File: config.mk
export PLATFORM = sky130hd
export DESIGN_NAME = sam_sequencer_flat
export DESIGN_NICKNAME = d
export VERILOG_FILES = /design/src/rtl/sam_pkg.sv /design/src/rtl/sam_sequencer_if.sv /design/src/rtl/sam_req_timer.sv /design/src/rtl/sam_sequencer.sv /design/src/flat_wrapper.sv
export SDC_FILE = /design/constraint.sdc
export NUM_CORES = 1
export LEC_CHECK = 0
export CAP_MARGIN = 20
export CORE_AREA = 2 2 54 56
export CTS_CLUSTER_SIZE = 28
export DETAILED_ROUTE_END_ITERATION = 10
export DIE_AREA = 0 0 56 58
export GPL_TIMING_DRIVEN = 0
export PLACE_DENSITY = 0.58
export SLEW_MARGIN = 15
export SYNTH_ARGS = -nofsm -noshare
export SYNTH_HDL_FRONTEND = slang
export SYNTH_SLANG_ARGS = --single-unit
File: constraint.sdc
create_clock -name clk -period 4.3 [get_ports clk]
set_clock_uncertainty 0.05 [all_clocks]
set_input_delay 0.43 -clock clk [delete_from_list [all_inputs] [get_ports clk]]
set_output_delay 0.43 -clock clk [all_outputs]
set_load 0.01 [all_outputs]
File: src/rtl/sam_pkg.sv
// Shared definitions for the SAM sequencer: state encodings, opcodes,
// control-word bit positions and a one-hot helper for building b.
package sam_pkg;

  localparam int CTRL_W = 22;

  localparam logic [4:0] ENC_INIT   = 5'd0;
  localparam logic [4:0] ENC_IDLE   = 5'd1;
  localparam logic [4:0] ENC_F_MAR  = 5'd2;
  localparam logic [4:0] ENC_F_REQ  = 5'd3;
  localparam logic [4:0] ENC_F_LAT  = 5'd4;
  localparam logic [4:0] ENC_F_IR   = 5'd5;
  localparam logic [4:0] ENC_DEC    = 5'd6;
  localparam logic [4:0] ENC_R_REQ  = 5'd7;
  localparam logic [4:0] ENC_R_LAT  = 5'd8;
  localparam logic [4:0] ENC_LD0    = 5'd9;
  localparam logic [4:0] ENC_LD1    = 5'd10;
  localparam logic [4:0] ENC_AD0    = 5'd11;
  localparam logic [4:0] ENC_AD1    = 5'd12;
  localparam logic [4:0] ENC_ST0    = 5'd13;
  localparam logic [4:0] ENC_ST_REQ = 5'd14;
  localparam logic [4:0] ENC_BR     = 5'd15;
  localparam logic [4:0] ENC_FAULT  = 5'd16;

  typedef enum logic [4:0] {
    INIT = ENC_INIT, IDLE = ENC_IDLE, F_MAR = ENC_F_MAR, F_REQ = ENC_F_REQ,
    F_LAT = ENC_F_LAT, F_IR = ENC_F_IR, DEC = ENC_DEC, R_REQ = ENC_R_REQ,
    R_LAT = ENC_R_LAT, LD0 = ENC_LD0, LD1 = ENC_LD1, AD0 = ENC_AD0,
    AD1 = ENC_AD1, ST0 = ENC_ST0, ST_REQ = ENC_ST_REQ, BR = ENC_BR,
    FAULT = ENC_FAULT
  } state_t;

  localparam logic [1:0] OP_LOAD  = 2'b00;
  localparam logic [1:0] OP_STORE = 2'b01;
  localparam logic [1:0] OP_ADD   = 2'b10;
  localparam logic [1:0] OP_BRN   = 2'b11;

  localparam int B_PC_ABUS   = 21;
  localparam int B_IR_ABUS   = 20;
  localparam int B_MBR_ABUS  = 19;
  localparam int B_RBUS_AC   = 18;
  localparam int B_AC_ALUA   = 17;
  localparam int B_MBUS_ALUB = 16;
  localparam int B_ALU_ADD   = 15;
  localparam int B_ALU_PASSB = 14;
  localparam int B_MAR_ADDR  = 13;
  localparam int B_MBR_DATA  = 12;
  localparam int B_ABUS_IR   = 11;
  localparam int B_ABUS_MAR  = 10;
  localparam int B_DATA_MBR  = 9;
  localparam int B_RBUS_MBR  = 8;
  localparam int B_MBR_MBUS  = 7;
  localparam int B_PC_CLR    = 6;
  localparam int B_PC_INC    = 5;
  localparam int B_ABUS_PC   = 4;
  localparam int B_RW        = 3;
  localparam int B_REQ       = 2;
  localparam int B_AC_RBUS   = 1;
  localparam int B_ALU_RBUS  = 0;

  function automatic logic [CTRL_W-1:0] bm(input int idx);
    logic [CTRL_W-1:0] w;
    w = '0;
    w[idx] = 1'b1;
    return w;
  endfunction

endpackage

File: src/rtl/sam_sequencer_if.sv
// Sequencer <-> datapath/memory-handshake signal bundle. master = sequencer.
interface sam_sequencer_if;
  import sam_pkg::*;

  logic              run;
  logic              wait_i;
  logic [1:0]        ir_op;
  logic              ac_sign;
  logic [CTRL_W-1:0] b;
  logic [4:0]        state_o;
  logic              instr_done;
  logic              fault;

  modport master (
    input  run, wait_i, ir_op, ac_sign,
    output b, state_o, instr_done, fault
  );

  modport slave (
    output run, wait_i, ir_op, ac_sign,
    input  b, state_o, instr_done, fault
  );
endinterface

File: src/rtl/sam_req_timer.sv
// Request hold counter for *_REQ states; with SAM_SEQ_TIMEOUT_EN also
// counts consecutive wait_i cycles and flags a memory timeout.
module sam_req_timer #(
  parameter int REQ_SETUP = 1
`ifdef SAM_SEQ_TIMEOUT_EN
  , parameter int TIMEOUT_CYC = 64
`endif
) (
  input  logic clk,
  input  logic rst_n,
  input  logic in_req,
  input  logic wait_i,
  output logic req_ok,
  output logic timeout
);

  localparam int SW = $clog2(REQ_SETUP + 2);

  // Cleared whenever no request is active, so every *_REQ entry starts at 0.
  logic [SW-1:0] setup_cnt;

  always_ff @(posedge clk or negedge rst_n) begin
    if (!rst_n)                              setup_cnt <= '0;
    else if (!in_req)                        setup_cnt <= '0;
    else if (setup_cnt != SW'(REQ_SETUP))    setup_cnt <= setup_cnt + 1'b1;
  end

  assign req_ok = in_req && !wait_i && (setup_cnt == SW'(REQ_SETUP));

`ifdef SAM_SEQ_TIMEOUT_EN
  localparam int TW = $clog2(TIMEOUT_CYC + 1);

  logic [TW-1:0] wait_cnt;

  always_ff @(posedge clk or negedge rst_n) begin
    if (!rst_n)                 wait_cnt <= '0;
    else if (in_req && wait_i) begin
      if (wait_cnt != TW'(TIMEOUT_CYC)) wait_cnt <= wait_cnt + 1'b1;
    end
    else                        wait_cnt <= '0;
  end

  // Fires during the TIMEOUT_CYC-th consecutive busy cycle.
  assign timeout = in_req && wait_i && (wait_cnt == TW'(TIMEOUT_CYC - 1));
`else
  assign timeout = 1'b0;
`endif

endmodule

File: src/rtl/sam_sequencer.sv
// Hardwired fetch/decode/execute sequencer for the SAM accumulator datapath.
// Optional memory timeout fault enabled by defining SAM_SEQ_TIMEOUT_EN.
module sam_sequencer
  import sam_pkg::*;
#(
  parameter int CTRL_W_P  = CTRL_W,
  parameter int REQ_SETUP = 1
`ifdef SAM_SEQ_TIMEOUT_EN
  , parameter int TIMEOUT_CYC = 64
`endif
) (
  input  logic            clk,
  input  logic            rst_n,
  sam_sequencer_if.master bus
);

  state_t state, state_nx;
  logic   in_req, req_ok, timeout;
  logic [CTRL_W_P-1:0] b_d;
  logic   done_d;

  assign in_req = (state == F_REQ) || (state == R_REQ) || (state == ST_REQ);

  sam_req_timer #(
    .REQ_SETUP  (REQ_SETUP)
`ifdef SAM_SEQ_TIMEOUT_EN
    , .TIMEOUT_CYC(TIMEOUT_CYC)
`endif
  ) u_timer (
    .clk     (clk),
    .rst_n   (rst_n),
    .in_req  (in_req),
    .wait_i  (bus.wait_i),
    .req_ok  (req_ok),
    .timeout (timeout)
  );

  always_ff @(posedge clk or negedge rst_n) begin
    if (!rst_n) state <= INIT;
    else        state <= state_nx;
  end

  always_comb begin
    state_nx = state;
    unique case (state)
      INIT, IDLE: state_nx = bus.run ? F_MAR : IDLE;
      F_MAR:  state_nx = F_REQ;
      F_REQ:  state_nx = timeout ? FAULT : (req_ok ? F_LAT : F_REQ);
      F_LAT:  state_nx = F_IR;
      F_IR:   state_nx = DEC;
      DEC: begin
        unique case (bus.ir_op)
          OP_STORE: state_nx = ST0;
          OP_BRN:   state_nx = BR;
          default:  state_nx = R_REQ;
        endcase
      end
      R_REQ:  state_nx = timeout ? FAULT : (req_ok ? R_LAT : R_REQ);
      R_LAT:  state_nx = (bus.ir_op == OP_ADD) ? AD0 : LD0;
      LD0:    state_nx = LD1;
      AD0:    state_nx = AD1;
      ST0:    state_nx = ST_REQ;
      ST_REQ: begin
        if (timeout)     state_nx = FAULT;
        else if (req_ok) state_nx = bus.run ? F_MAR : IDLE;
      end
      LD1, AD1, BR: state_nx = bus.run ? F_MAR : IDLE;
      FAULT:  state_nx = FAULT;
      default: state_nx = INIT;
    endcase
  end

  // STORE completes when the write handshake is accepted, so its done pulse
  // follows req_ok rather than the state alone.
  always_comb begin
    b_d    = '0;
    done_d = 1'b0;
    unique case (state)
      INIT:   b_d = bm(B_PC_CLR);
      F_MAR:  b_d = bm(B_PC_ABUS) | bm(B_ABUS_MAR);
      F_REQ,
      R_REQ:  b_d = bm(B_MAR_ADDR) | bm(B_REQ);
      F_LAT,
      R_LAT:  b_d = bm(B_MAR_ADDR) | bm(B_DATA_MBR);
      F_IR:   b_d = bm(B_MBR_ABUS) | bm(B_ABUS_IR) | bm(B_PC_INC);
      DEC:    b_d = bm(B_IR_ABUS) | bm(B_ABUS_MAR);
      LD0:    b_d = bm(B_MBR_MBUS) | bm(B_MBUS_ALUB) | bm(B_ALU_PASSB);
      LD1: begin
        b_d    = bm(B_ALU_PASSB) | bm(B_ALU_RBUS) | bm(B_RBUS_AC);
        done_d = 1'b1;
      end
      AD0:    b_d = bm(B_AC_ALUA) | bm(B_MBR_MBUS) | bm(B_MBUS_ALUB);
      AD1: begin
        b_d    = bm(B_ALU_ADD) | bm(B_ALU_RBUS) | bm(B_RBUS_AC);
        done_d = 1'b1;
      end
      ST0:    b_d = bm(B_AC_RBUS) | bm(B_RBUS_MBR);
      ST_REQ: begin
        b_d    = bm(B_MAR_ADDR) | bm(B_MBR_DATA) | bm(B_RW) | bm(B_REQ);
        done_d = req_ok;
      end
      BR: begin
        b_d    = bus.ac_sign ? (bm(B_IR_ABUS) | bm(B_ABUS_PC)) : '0;
        done_d = 1'b1;
      end
      default: b_d = '0;
    endcase
  end

  assign bus.b          = b_d;
  assign bus.state_o    = state;
  assign bus.instr_done = done_d;
`ifdef SAM_SEQ_TIMEOUT_EN
  assign bus.fault      = (state == FAULT);
`else
  assign bus.fault      = 1'b0;
`endif

endmodule

File: src/flat_wrapper.sv
// flat-port wrapper written by rule: the top's interface ports become plain ports
module sam_sequencer_flat import sam_pkg::*;
#(
  parameter int CTRL_W_P  = CTRL_W,
  parameter int REQ_SETUP = 1

)
  (clk, rst_n, bus_run, bus_wait_i, bus_ir_op, bus_ac_sign, bus_b, bus_state_o, bus_instr_done, bus_fault);
  sam_sequencer_if bus_i ();
  input  logic clk;
  input  logic rst_n;
  input wire logic [$bits(bus_i.run)-1:0] bus_run;
  input wire logic [$bits(bus_i.wait_i)-1:0] bus_wait_i;
  input wire logic [$bits(bus_i.ir_op)-1:0] bus_ir_op;
  input wire logic [$bits(bus_i.ac_sign)-1:0] bus_ac_sign;
  output wire logic [$bits(bus_i.b)-1:0] bus_b;
  output wire logic [$bits(bus_i.state_o)-1:0] bus_state_o;
  output wire logic [$bits(bus_i.instr_done)-1:0] bus_instr_done;
  output wire logic [$bits(bus_i.fault)-1:0] bus_fault;
  assign bus_i.run = bus_run;
  assign bus_i.wait_i = bus_wait_i;
  assign bus_i.ir_op = bus_ir_op;
  assign bus_i.ac_sign = bus_ac_sign;
  assign bus_b = bus_i.b;
  assign bus_state_o = bus_i.state_o;
  assign bus_instr_done = bus_i.instr_done;
  assign bus_fault = bus_i.fault;
  sam_sequencer #(.CTRL_W_P(CTRL_W_P), .REQ_SETUP(REQ_SETUP)) u_core (.clk(clk), .rst_n(rst_n), .bus(bus_i));
endmodule
==> results.md <==
- Via count: 869
- Clock tree from TritonCTS: yes
- Average vias per placed instance: 5.02
- Number of instances in the synthesized netlist: 104
- Slew Viols, Final: 0
- Pin count of the biggest net entering global routing: 11
- Final cell count without fillers: 173
- Sum of negative setup slack: 0 ns
- Number of ports placed on the die boundary: 36
- Most instantiated flip-flop cell in the synthesis netlist: dfrtp_1
- # rows: 19
- EDFF count, synth: 0
- Number of global-route vias before repair: 816
- All-layer global routing usage: 0.142
- Count of unique library cells instantiated by Yosys: 37
- Die Area: 3250 um2
- Later-pin clock latency in the skew report: 0.24 ns
- Setup slack at placement: 1.84 ns
- Maximum Capacitance Violations: 0
- Clock Tree Buf Depth: 2
- Power Dens Cells: 694 nW/um2
- Element type at the critical path start: register
- Post-detailed-routing wire length: 2300 um
- Final HPWL from detailed placement: 1750 um
- Instance count after placement with tap cells included: 169
- Critical path cell sequence: clkbuf_1, nor4_1, buf_4, clkdlybuf4s50_1
- Syn nets: 112
- Synth Area per Inst: 7.30 um2
- Relative area change from synthesis to final layout: 53.4%
- Total placed instance area: 1140 um2
- Number of remaining DRC errors: 0
- Peak supply drop: 0.423 mV
- Clock sink total: 7
- CTS Root Cell: clkbuf_4
- Post-cts hold buffer count: 0
- Antenna Nets Post-Route: 0
- Number of fillers in the final layout: 285
- Total core area: 2660 um2
- Inserted Clock Buffers: 3
- Die span in x: 56 um
- Fin Hold WS: 0.397 ns
- Die boundary height: 58 um
- Worst-path clk slew: 0.05 ns
- CP required: 3.82 ns
- Drt first-iter violations: 25
- Period minus WS final: 2.65 ns
- Critical-path top delay cell: clkdlybuf4s50_1
- Crit path buf inv count: 3
- Share of flip-flops with an asynchronous set or reset after synthesis: 1.00
- Slowest cell delay on critical path: 0.52 ns
- Total setup violations reported at the end of the flow: 0
- Synthesized area: 759 um2
- Highest fanout seen on the critical path: 10
- Detailed-router iteration count before antenna repair: 4
- H-Tree Level Count: 1
- Layout cells sized above 1: 0.120
- First-pass GRT wire length: 3690 um
- Starting density of the core: 0.285
- Hold Path Class: in2async
- Post_cts resized: 0
- Maximum achievable frequency: 377 MHz
- ANT cells: 0
- Final hold violation count: 0
- Final non-filler cell area: 1160 um2
- Flip-flop and latch count after synthesis: 7
- Post-layout util: 0.438
- Setup repair after global routing missed its margin: false
- Leakage power summed over all cells: 0.484 nW
- Final clock period utilization by the worst path: 0.616
- Synthesis warning total: 0
- Remaining global-route overflow: 0
- # port buffers: 34
- Post-CTS Setup Repair Bufs: 0
- Routed length per placed instance: 13.3 um
- Routability cong.: 0.861
- Status: complete, no violations
- Setup ws final: 1.65 ns
- Data arrival time of the critical path: 2.17 ns
- Category of the most critical setup path: reg2out
- Nature of the critical path endpoint: output port
- Delay-heaviest family, CP: buffers and inverters
- Final-stage net count: 151
- Share of synthesized area occupied by flip-flops and latches: 0.231
- Initial antenna violation count: 0
- Power, Total: 0.808 mW
## flip-flops by register name, summed over array words and instances, names as in the netlist
signal	flops
u_core.u_timer.setup_cnt	2
u_core.bus.state_o	5
## cells in the mapped netlist, types with 2 or more instances
library cell  count  area (um2)
buf_4            10        75.1
nand2b_1          5        31.3
dfrtp_1           7         175
a21oi_1           8        40.0
nor3_1            3        15.0
and3_1            5        31.3
nor4_1            4        25.0
clkbuf_1          2        7.51
o21ai_0           4        20.0
nor2b_1           2        12.5
nand2_1           8        30.0
inv_1             4        15.0
and2_1            2        12.5
nor2_1           16        60.1
a31oi_1           2        12.5
## worst register-to-register path: stages, from the launching register on
cell and delay, ns:
dfrtp_1 0.37, inv_1 0.06, ha_1 0.23, and2b_1 0.31, mux2i_1 0.21, o311ai_0 0.13
a21oi_1 0.20
## path summary, 6_finish.rpt
path                                              from                     endpoint  slack, ns  depth (start not counted)
setup / recovery                 u_core.bus.state_o[4]                    bus_b[11]       1.65                          4
min in group clk           u_core.u_timer.setup_cnt[1]  u_core.u_timer.setup_cnt[1]       0.47                          2
hold reg to reg            u_core.u_timer.setup_cnt[1]  u_core.u_timer.setup_cnt[1]       0.47                          2
hold / removal                                   rst_n        u_core.bus.state_o[0]       0.40                          1
setup reg to reg           u_core.u_timer.setup_cnt[1]        u_core.bus.state_o[3]       2.65                          6
max in group asynchronous                        rst_n        u_core.bus.state_o[4]       3.56                          1
## logic make-up after synthesis
| kind of cell | count (synthesis) | share of synthesized area |
|---|---|---|
| buffers and inverters | 18 | 0.150 |
| flip-flops | 7 | 0.231 |
| adder cells (fa/ha/maj) | 1 | 0.0165 |
| AND/OR/NAND/NOR | 52 | 0.376 |
| AO/OA/AOI/OAI | 22 | 0.186 |
| multiplexers | 1 | 0.0132 |
| other | 1 | 0.00494 |
| XOR/XNOR | 2 | 0.0231 |
## power by group
group / switching (mW) / leakage [nW] / internal, mW / total [mW]
Sequential: 0.0298 / 0.0883 / 0.0932 / 0.123
Combinational: 0.313 / 0.381 / 0.315 / 0.628
Clock: 0.0214 / 0.0150 / 0.0352 / 0.0566
Total: 0.364 / 0.484 / 0.444 / 0.808
## per-layer routing
| layer | routed length [um] | GRT usage | vias up |
|---|---|---|---|
| met1 | 1050 | 0.189 | 408 |
| met5 | 0 | 0 | - |
| met3 | 113 | 0.0335 | 2 |
| met2 | 1130 | 0.237 | 27 |
| met4 | 13 | 0.0306 | 0 |
| li1 | - | - | 432 |
## final cells by class
class | instances | area, um2 | area share
Multi-Input combinational cell | 79 | 470 | 0.404
Timing Repair Buffer | 34 | 340 | 0.292
Sequential cell | 7 | 175 | 0.150
Buffer | 14 | 98.8 | 0.0849
Tap cell | 31 | 38.8 | 0.0333
Clock buffer | 4 | 26.3 | 0.0226
Inverter | 4 | 15.0 | 0.0129
## cell usage in the layout, fill, tap and decap left out, drive strengths merged
cell type / count
a211o: 1
a21oi: 8
a221o: 1
a22o: 1
a31oi: 2
a32oi: 1
and2: 2
and2b: 1
and3: 5
and4: 1
buf: 12
clkbuf: 6
clkdlybuf4s50: 34
conb: 1
dfrtp: 7
ha: 1
inv: 4
mux2i: 1
nand2: 8
nand2b: 5
nand4bb: 1
nor2: 16
nor2b: 3
nor3: 3
nor4: 4
o21ai: 4
o21bai: 1
o311ai: 1
o31ai: 1
o41ai: 1
or2: 1
or3b: 2
xnor2: 1
xor2: 1
(Power assumes the default switching activity.)
